===== config.mk =====
export PLATFORM = sky130hd
export DESIGN_NAME = rr_stream_mux
export DESIGN_NICKNAME = d
export VERILOG_FILES = /design/src/rtl/rr_stream_mux.sv
export SDC_FILE = /design/constraint.sdc
export NUM_CORES = 1
export LEC_CHECK = 0
export ABC_AREA = 1
export CAP_MARGIN = 40
export CORE_MARGIN = 2
export CORE_UTILIZATION = 39
export CTS_CLUSTER_SIZE = 8
export DETAILED_ROUTE_END_ITERATION = 6
export PLACE_DENSITY_LB_ADDON = 0.2
export SYNTH_ARGS = -nofsm -noshare
export SYNTH_HDL_FRONTEND = slang
export SYNTH_SLANG_ARGS = --single-unit
export TNS_END_PERCENT = 1

===== constraint.sdc =====
create_clock -name clk -period 2.16 [get_ports clk]
set_input_delay 0.324 -clock clk [delete_from_list [all_inputs] [get_ports clk]]
set_output_delay 0.324 -clock clk [all_outputs]
set_load 0.01 [all_outputs]

===== src/rtl/rr_stream_mux.sv =====
// rr_stream_mux: N:1 valid/ready stream mux, round-robin grant, registered output.
// Define RR_STREAM_MUX_FIXED_PRIO_EN for fixed lowest-index-wins priority (no rr pointer).
module rr_stream_mux #(
  parameter int NUM_CH = 4,
  parameter int DATA_W = 8,
  localparam int CH_W = (NUM_CH > 1) ? $clog2(NUM_CH) : 1
) (
  input  logic                     clk,
  input  logic                     rst_n,
  input  logic [NUM_CH-1:0]        in_valid,
  input  logic [NUM_CH*DATA_W-1:0] in_data,
  output logic [NUM_CH-1:0]        in_ready,
  output logic                     out_valid,
  output logic [DATA_W-1:0]        out_data,
  output logic [CH_W-1:0]          out_ch,
  input  logic                     out_ready
);
  logic              load, found, nxt_valid;
  logic [CH_W-1:0]   gnt, nxt_ch;
  logic [DATA_W-1:0] sel, nxt_data;
  assign load = ~out_valid | out_ready;
`ifndef RR_STREAM_MUX_FIXED_PRIO_EN
  logic [CH_W-1:0] ptr;
  always_ff @(posedge clk or negedge rst_n)
    if (!rst_n) ptr <= '0;
    else if (load && found) ptr <= (gnt == CH_W'(NUM_CH - 1)) ? '0 : gnt + 1'b1;
`endif
  // Lowest valid index wins; the second pass overrides with the lowest valid index at or above ptr.
  always_comb begin
    found = 1'b0;
    gnt = '0;
    for (int i = NUM_CH - 1; i >= 0; i--)
      if (in_valid[i]) begin
        found = 1'b1;
        gnt = CH_W'(i);
      end
`ifndef RR_STREAM_MUX_FIXED_PRIO_EN
    for (int i = NUM_CH - 1; i >= 0; i--)
      if (in_valid[i] && CH_W'(i) >= ptr) gnt = CH_W'(i);
`endif
  end
  always_comb begin
    sel = '0;
    for (int i = 0; i < NUM_CH; i++)
      if (gnt == CH_W'(i)) sel = in_data[i*DATA_W +: DATA_W];
  end
  always_comb begin
    nxt_valid = load ? found : out_valid;
    nxt_data = (load && found) ? sel : out_data;
    nxt_ch = (load && found) ? gnt : out_ch;
  end
  always_ff @(posedge clk or negedge rst_n)
    if (!rst_n) begin
      out_valid <= 1'b0;
      out_data <= '0;
      out_ch <= '0;
    end else begin
      out_valid <= nxt_valid;
      out_data <= nxt_data;
      out_ch <= nxt_ch;
    end
  always_comb
    for (int i = 0; i < NUM_CH; i++)
      in_ready[i] = rst_n & load & found & (gnt == CH_W'(i));
endmodule

==> results.ini, run 1 <==
[outcome]
status=finished, final reports clean

[power_and_ir_drop]
leakage_nw=0.870
ir_worst_vdd_mv=0.735
power_density_nw_per_um2=937

[cells_and_area]
antenna_cells=0
fin_cells=256
mostFrequentLayoutCell=nand2_1
fin_util=0.670
num-nets-final=270
area_growth_pct=63.4
drive_gt1_frac=0.177
mostFrequentLayoutCells=nand2_1 (77), clkdlybuf4s50_1 (47), nor2_1 (15), buf_4 (15), dfrtp_1 (13)

[placed_design]
io_buffers=53
dp_cells=251
dpl_worst_slack_ps=-362
gp_congestion=0.844
dp_hpwl_um=2280

[synthesis]
synth_top_area_frac=0.323
synth_cell_types=15
ys_seq_area_frac=0.323
synth_cells=160
synth_seq_cells=13
synth_top_cell_by_area=dfrtp_1
ys_top_cells_by_area=dfrtp_1 (32%), nand2_1 (29%), nor2_1 (6.0%), nand3_1 (5.5%), ha_1 (5.0%)
yosys_warnings=0
synth_nets=203
synth_area_per_cell_um2=6.30
synth_area_um2=1010

[grt]
grt_pass1_wl_um=4220
overflow=0
grt_use_met2=0.339
grt_usage=0.193
first_global_vias=1069
grt_use_met3=0.0355
use_met1=0.234
grt_start_max_net_pins=22
busiest_layer=met2
antenna_found_initial=0

[route]
wl_per_cell_um=11.1
via_per_inst=4.57
drt_iter0_drc=14
via_count=1170
drtPass1Iterations=4
drcViolationCount=0
final_antenna_net_count=0
drt-total-wl_um=2840

[critical_path]
cp_max_fo=3
ff2ff_setup_slack_ps=330
criticalPathCategory=input pin to output port
max_stage_delay_ps=510
crit_buf_inv=4
crit_slowest_cell=clkdlybuf4s50_1
cp_data_required_time_ps=1840
path_cells=clkdlybuf4s50_1 -> nand2_1 -> nand3_1 -> nand2_1 -> inv_1 -> ha_2 -> inv_2 -> nor2_1 -> clkbuf_2
crit_arrival_ps=1710
reg2reg_to=out_data[7]
reg2regPathDepth=13
crit_family=buffers and inverters
r2r_start=ptr[1]
cp-end-kind=output port
path_common_cell=nand2_1
worstSetupStartpointType=input pin

[clock_tree]
clock_latency_ps=270
root_buffer=clkbuf_4
path_clk_slew_ps=80
cts_tree=done
cts.path.max_buffers=2
clock_sinks=13
cts_max_level=1
cts_buffers=3

[die]
num_rows=18
io_pins=54
die_y_um=54.8
initial_core_util=0.410
die_x_um=54.8
core-area_um2=2450
die-area_um2=3010

[timing]
finClkSkew_ps=5.89
slew_headroom=0.841
timing.final.crit_share=0.940
fmax_ghz=0.492
grt_setup_unrepaired=no
worst_pin_slew_ps=238
final.min_clock_period_ps=2030
finalSetupViolations=0
tns_ps=0
finalHoldViolations=0
setup_ws_ps=129
hold_slack_ps=427
slew_violations=0

[hold_path]
holdCritPathClass=input pin to async pin

[job]
drv_cap=0

logic make-up (layout without fill, tap and decap cells):
group,count (synthesis),count (layout),synth area share
AO/OA/AOI/OAI,8,8,0.0398
adder cells (fa/ha/maj),4,4,0.0497
buffers and inverters,19,85,0.106
flip-flops,13,13,0.323
AND/OR/NAND/NOR,116,116,0.482
layout make-up:
cell class                 count  area, µm²
inverter                      13       48.8
timing repair buffer          68        624
fill                         233        810
tap                           30       37.5
multi-input combinational    128        583
sequential                    13        325
clock buffer                   4       26.3
how the worst max path moves through the flow:
| stage | to | cells after the start | startpoint | slack (ps) |
|---|---|---|---|---|
| 6_report | in_ready[3] | 9 | in_valid[2] | 130 |
| 5_1_grt | in_ready[3] | 9 | in_valid[2] | 8 |
| 4_1_cts | in_ready[3] | 10 | in_valid[0] | -20 |
| 3_5_place_dp | in_ready[3] | 11 | in_valid[1] | -360 |
| 3_3_place_gp | in_ready[3] | 11 | in_valid[1] | -320 |
| 2_1_floorplan | in_ready[3] | 9 | ptr[1] | 470 |
registers in the layout, summed over array words and instances (netlist names):
register,count
out_ch,2
out_valid,1
out_data,8
ptr,2
metrics by stage:
stage	cell area, µm²	power [mW]
2_1_floorplan	1010	0.946
3_3_place_gp	1620	1.37
3_5_place_dp	1620	1.40
4_1_cts	1640	1.54
5_1_grt	1650	1.69
6_report	1650	1.54
cells in the mapped netlist:
master   count
nor3_2       1
nand2_2      1
buf_6        2
nor2_2       8
buf_12       1
inv_1        9
nand3_1     11
inv_2        4
nand2_4      1
dfrtp_1     13
ha_1         4
a21oi_1      8
buf_2        3
nor2_1      16
nand2_1     78
metal layers:
layer  up-vias  share of wire
met4         0         0.0056
met5         -              0
li1        615              -
met3         2          0.085
met1       513           0.46
met2        40           0.45
power by group:
group	switching, mW	internal [mW]
Sequential	0.0649	0.344
Clock	0.0721	0.0714
Combinational	0.503	0.487
what timing repair did:
| item | 4_1_cts | 5_1_grt |
|---|---|---|
| resized for setup | 14 | 5 |
| setup buffers | 0 | 1 |
| endpoints found under the setup margin | 4 | 4 |
| hold buffers | 0 | 0 |
| endpoints found under the hold margin | 0 | 0 |
| pin swaps | 0 | 2 |
No activity file was read; power rests on OpenSTA's default activity.
==> inputs of run 2 (changes only) <==
--- a/config.mk
+++ b/config.mk
@@ -6,12 +6,13 @@
 export NUM_CORES = 1
 export LEC_CHECK = 0
 export ABC_AREA = 1
-export CAP_MARGIN = 40
+export CAP_MARGIN = 20
 export CORE_MARGIN = 2
 export CORE_UTILIZATION = 39
 export CTS_CLUSTER_SIZE = 8
 export DETAILED_ROUTE_END_ITERATION = 6
 export PLACE_DENSITY_LB_ADDON = 0.2
+export SLEW_MARGIN = 25
 export SYNTH_ARGS = -nofsm -noshare
 export SYNTH_HDL_FRONTEND = slang
 export SYNTH_SLANG_ARGS = --single-unit
==> constraint.sdc (replaced) <==
create_clock -name clk -period 2.2 [get_ports clk]
set_input_delay 0.33 -clock clk [delete_from_list [all_inputs] [get_ports clk]]
set_output_delay 0.33 -clock clk [all_outputs]
set_load 0.01 [all_outputs]
==> run 2 against run 1 <==
  * Power decreased by 1.2%
  * Non-clock buffer count fell by 1
  * Sequential share of layout area about the same
  * Cell count shrank 0.39%
  * Routed wire length rose by 2.2%
  * Largest cell class unchanged
  * Combinational power shrank 2%
  * Setup slack improved by 23 ps
  * Design area about the same
  * Count of clock-buffer cells in the layout is the same
  * Clock power barely moved
  * Register-to-register slack better by 30 ps
==> results.ini, run 2 (synthesis results as in run 1) <==
[clock_tree]
cts_buffers=3  ; unchanged
clock_sinks=13  ; unchanged
path_clk_slew_ps=80  ; about the same
postCtsHoldBufs=0  ; unchanged
cts_tree=done
root_buffer=clkbuf_4
post_cts_buffers=0  ; unchanged
cts.path.max_buffers=2  ; unchanged
cts_max_level=1  ; unchanged
clock_latency_ps=270  ; about the same

[cells_and_area]
fin_util=0.671  ; about the same
layout.area.seq_um2=325  ; unchanged
multiInputGateArea_um2=592  ; +1.5%
antenna_cells=0  ; unchanged
fin_cells=255  ; -0.39%
mostFrequentLayoutCell=nand2_1
largest_reg_flops=8  ; unchanged
num-nets-final=269  ; -0.37%
area_growth_pct=63.5  ; about the same
largest-register=out_data
drive_gt1_frac=0.187  ; +0.00968
largestRegisters=out_data: 8 flops, out_ch: 2 flops, ptr: 2 flops
fillers=227  ; -2.6%
mostFrequentLayoutCells=nand2_1 (77), clkdlybuf4s50_1 (47), nor2_1 (15)

[job]
drv_cap=0  ; unchanged

[timing]
slew_headroom=0.842  ; about the same
finClkSkew_ps=2.95  ; -2.94 ps
grt_setup_unrepaired=no
timing.final.crit_share=0.931
tns_ps=0  ; unchanged
setup_ws_ps=152  ; +23.0 ps
finalHoldViolations=0  ; unchanged
finalSetupViolations=0  ; unchanged
fmax_ghz=0.488
final.min_clock_period_ps=2050
worst_pin_slew_ps=237  ; -0.907 ps
slew_violations=0  ; unchanged

[route]
drt-total-wl_um=2910  ; +2.2%
via_per_inst=4.53  ; -0.81%
drt_iter0_drc=13  ; -1
drtPass1Iterations=4  ; unchanged
final_antenna_net_count=0  ; unchanged
via_count=1156  ; -1.2%
drcViolationCount=0  ; unchanged
wl_per_cell_um=11.4  ; +2.6%

[critical_path]
criticalPathCategory=input pin to output port
cp-end-kind=output port
max_stage_delay_ps=480  ; -30 ps
reg2regPathDepth=13  ; unchanged
path_common_cell=nand2_1
crit_arrival_ps=1720  ; about the same
crit_slowest_cell=clkdlybuf4s50_1
startpoint=in_valid[3]
cp_data_required_time_ps=1870  ; +30 ps
cp_max_fo=3  ; unchanged
r2r_start=ptr[1]
path_cells=clkdlybuf4s50_1 -> inv_1 -> nand2_1 -> nand2_1 -> nand2_1 -> nand2_1 -> buf_4 -> ha_1 -> inv_2 -> nor2_1 -> buf_2
reg2reg_to=out_data[7]
worstSetupStartpointType=input pin
ff2ff_setup_slack_ps=360  ; +30 ps

[placed_design]
gp_congestion=0.844  ; unchanged
dp_hpwl_um=2280  ; about the same
dp_cells=251  ; unchanged
io_buffers=53  ; unchanged
dpl_worst_slack_ps=-338  ; +24.0 ps

[grt]
grt_start_max_net_pins=22  ; unchanged
overflow=0  ; unchanged
grt_usage=0.198  ; +0.00469
grt_pass1_wl_um=4300  ; +1.8%
antenna_found_initial=0  ; unchanged
first_global_vias=1058  ; -1.0%

[power_and_ir_drop]
ir_worst_vdd_mv=0.742  ; +0.89%
p_total_mw=1.52  ; -1.2%
power_density_nw_per_um2=925  ; -1.3%
leakage_nw=0.865  ; -0.59%

[die]
die_y_um=54.8  ; unchanged
die-area_um2=3010  ; unchanged
initial_core_util=0.410  ; unchanged
num_rows=18  ; unchanged
die_x_um=54.8  ; unchanged
io_pins=54  ; unchanged
core-area_um2=2450  ; unchanged

[outcome]
status=finished, final reports clean

[hold_path]
holdCritPathClass=input pin to async pin

==> run 2: cell count changes in the layout (fill, tap and decap cells not counted) <==
cell    previous run  this run
inv_2              4         6
ha_2               1         2
inv_1              9         7
nor3_4             0         1
ha_1               3         2
nor3_2             1         0
buf_4             15        14
==> run 2: area by class of cell <==
class,count,share of cell area
Clock buffer,4,0.0160
Multi-Input combinational cell,128,0.359
Inverter,13,0.0296
Timing Repair Buffer,67,0.375
Tap cell,30,0.0228
Sequential cell,13,0.198
==> run 2: worst max-delay path, delay by kind of cell <==
kind / cells / cell delay, ps
buffers and inverters: 5 / 880
AND/OR/NAND/NOR: 5 / 300
adder cells (fa/ha/maj): 1 / 210
==> run 2: where the power goes <==
group	switching [mW]	total, mW	internal, mW
Combinational	0.494	0.970	0.475
Clock	0.0737	0.144	0.0701
Sequential	0.0720	0.409	0.337
==> run 2: worst max-delay path by stage <==
stage,cells past startpoint,endpoint
after floorplan,9,in_ready[3]
final,11,in_ready[2]
after detailed placement,12,in_ready[0]
after global routing,9,in_ready[0]
after CTS,12,in_ready[3]
after global placement,11,in_ready[3]
==> run 2: timing repair <==
| item | CTS | global route |
|---|---|---|
| cloned | 0 | 0 |
| resized for setup | 13 | 10 |
| setup endpoints to repair | 4 | 4 |
| pin swaps | 0 | 1 |
==> run 2: layer usage <==
layer / track usage / wire length, µm / vias up
li1: - / - / 620
met5: 0 / 0 / -
met2: 0.337 / 1340 / 36
met3: 0.0301 / 239 / 2
met4: 0.0750 / 16 / 0
met1: 0.249 / 1310 / 498
==> run 2: per-stage QoR <==
step | cell area [µm²] | hold WS [ps]
final | 1650 | 437
after global routing | 1650 | 432
after detailed placement | 1620 | 464
after global placement | 1620 | 463
after CTS | 1640 | 437
after floorplan | 1010 | 34.4
==> inputs of run 3 (changes only) <==
--- a/config.mk
+++ b/config.mk
@@ -16,4 +16,3 @@
 export SYNTH_ARGS = -nofsm -noshare
 export SYNTH_HDL_FRONTEND = slang
 export SYNTH_SLANG_ARGS = --single-unit
-export TNS_END_PERCENT = 1
==> results of run 3 <==
Same layout as run 2: the final DEF is identical, and so are final timing and power.
Among the figures that moved: number of gates resized after CTS 13 -> 14; wire length of the first global-routing pass 4300 µm -> 4290 µm; overall routing resource usage 0.198 -> 0.197; met2 usage 0.337 -> 0.335
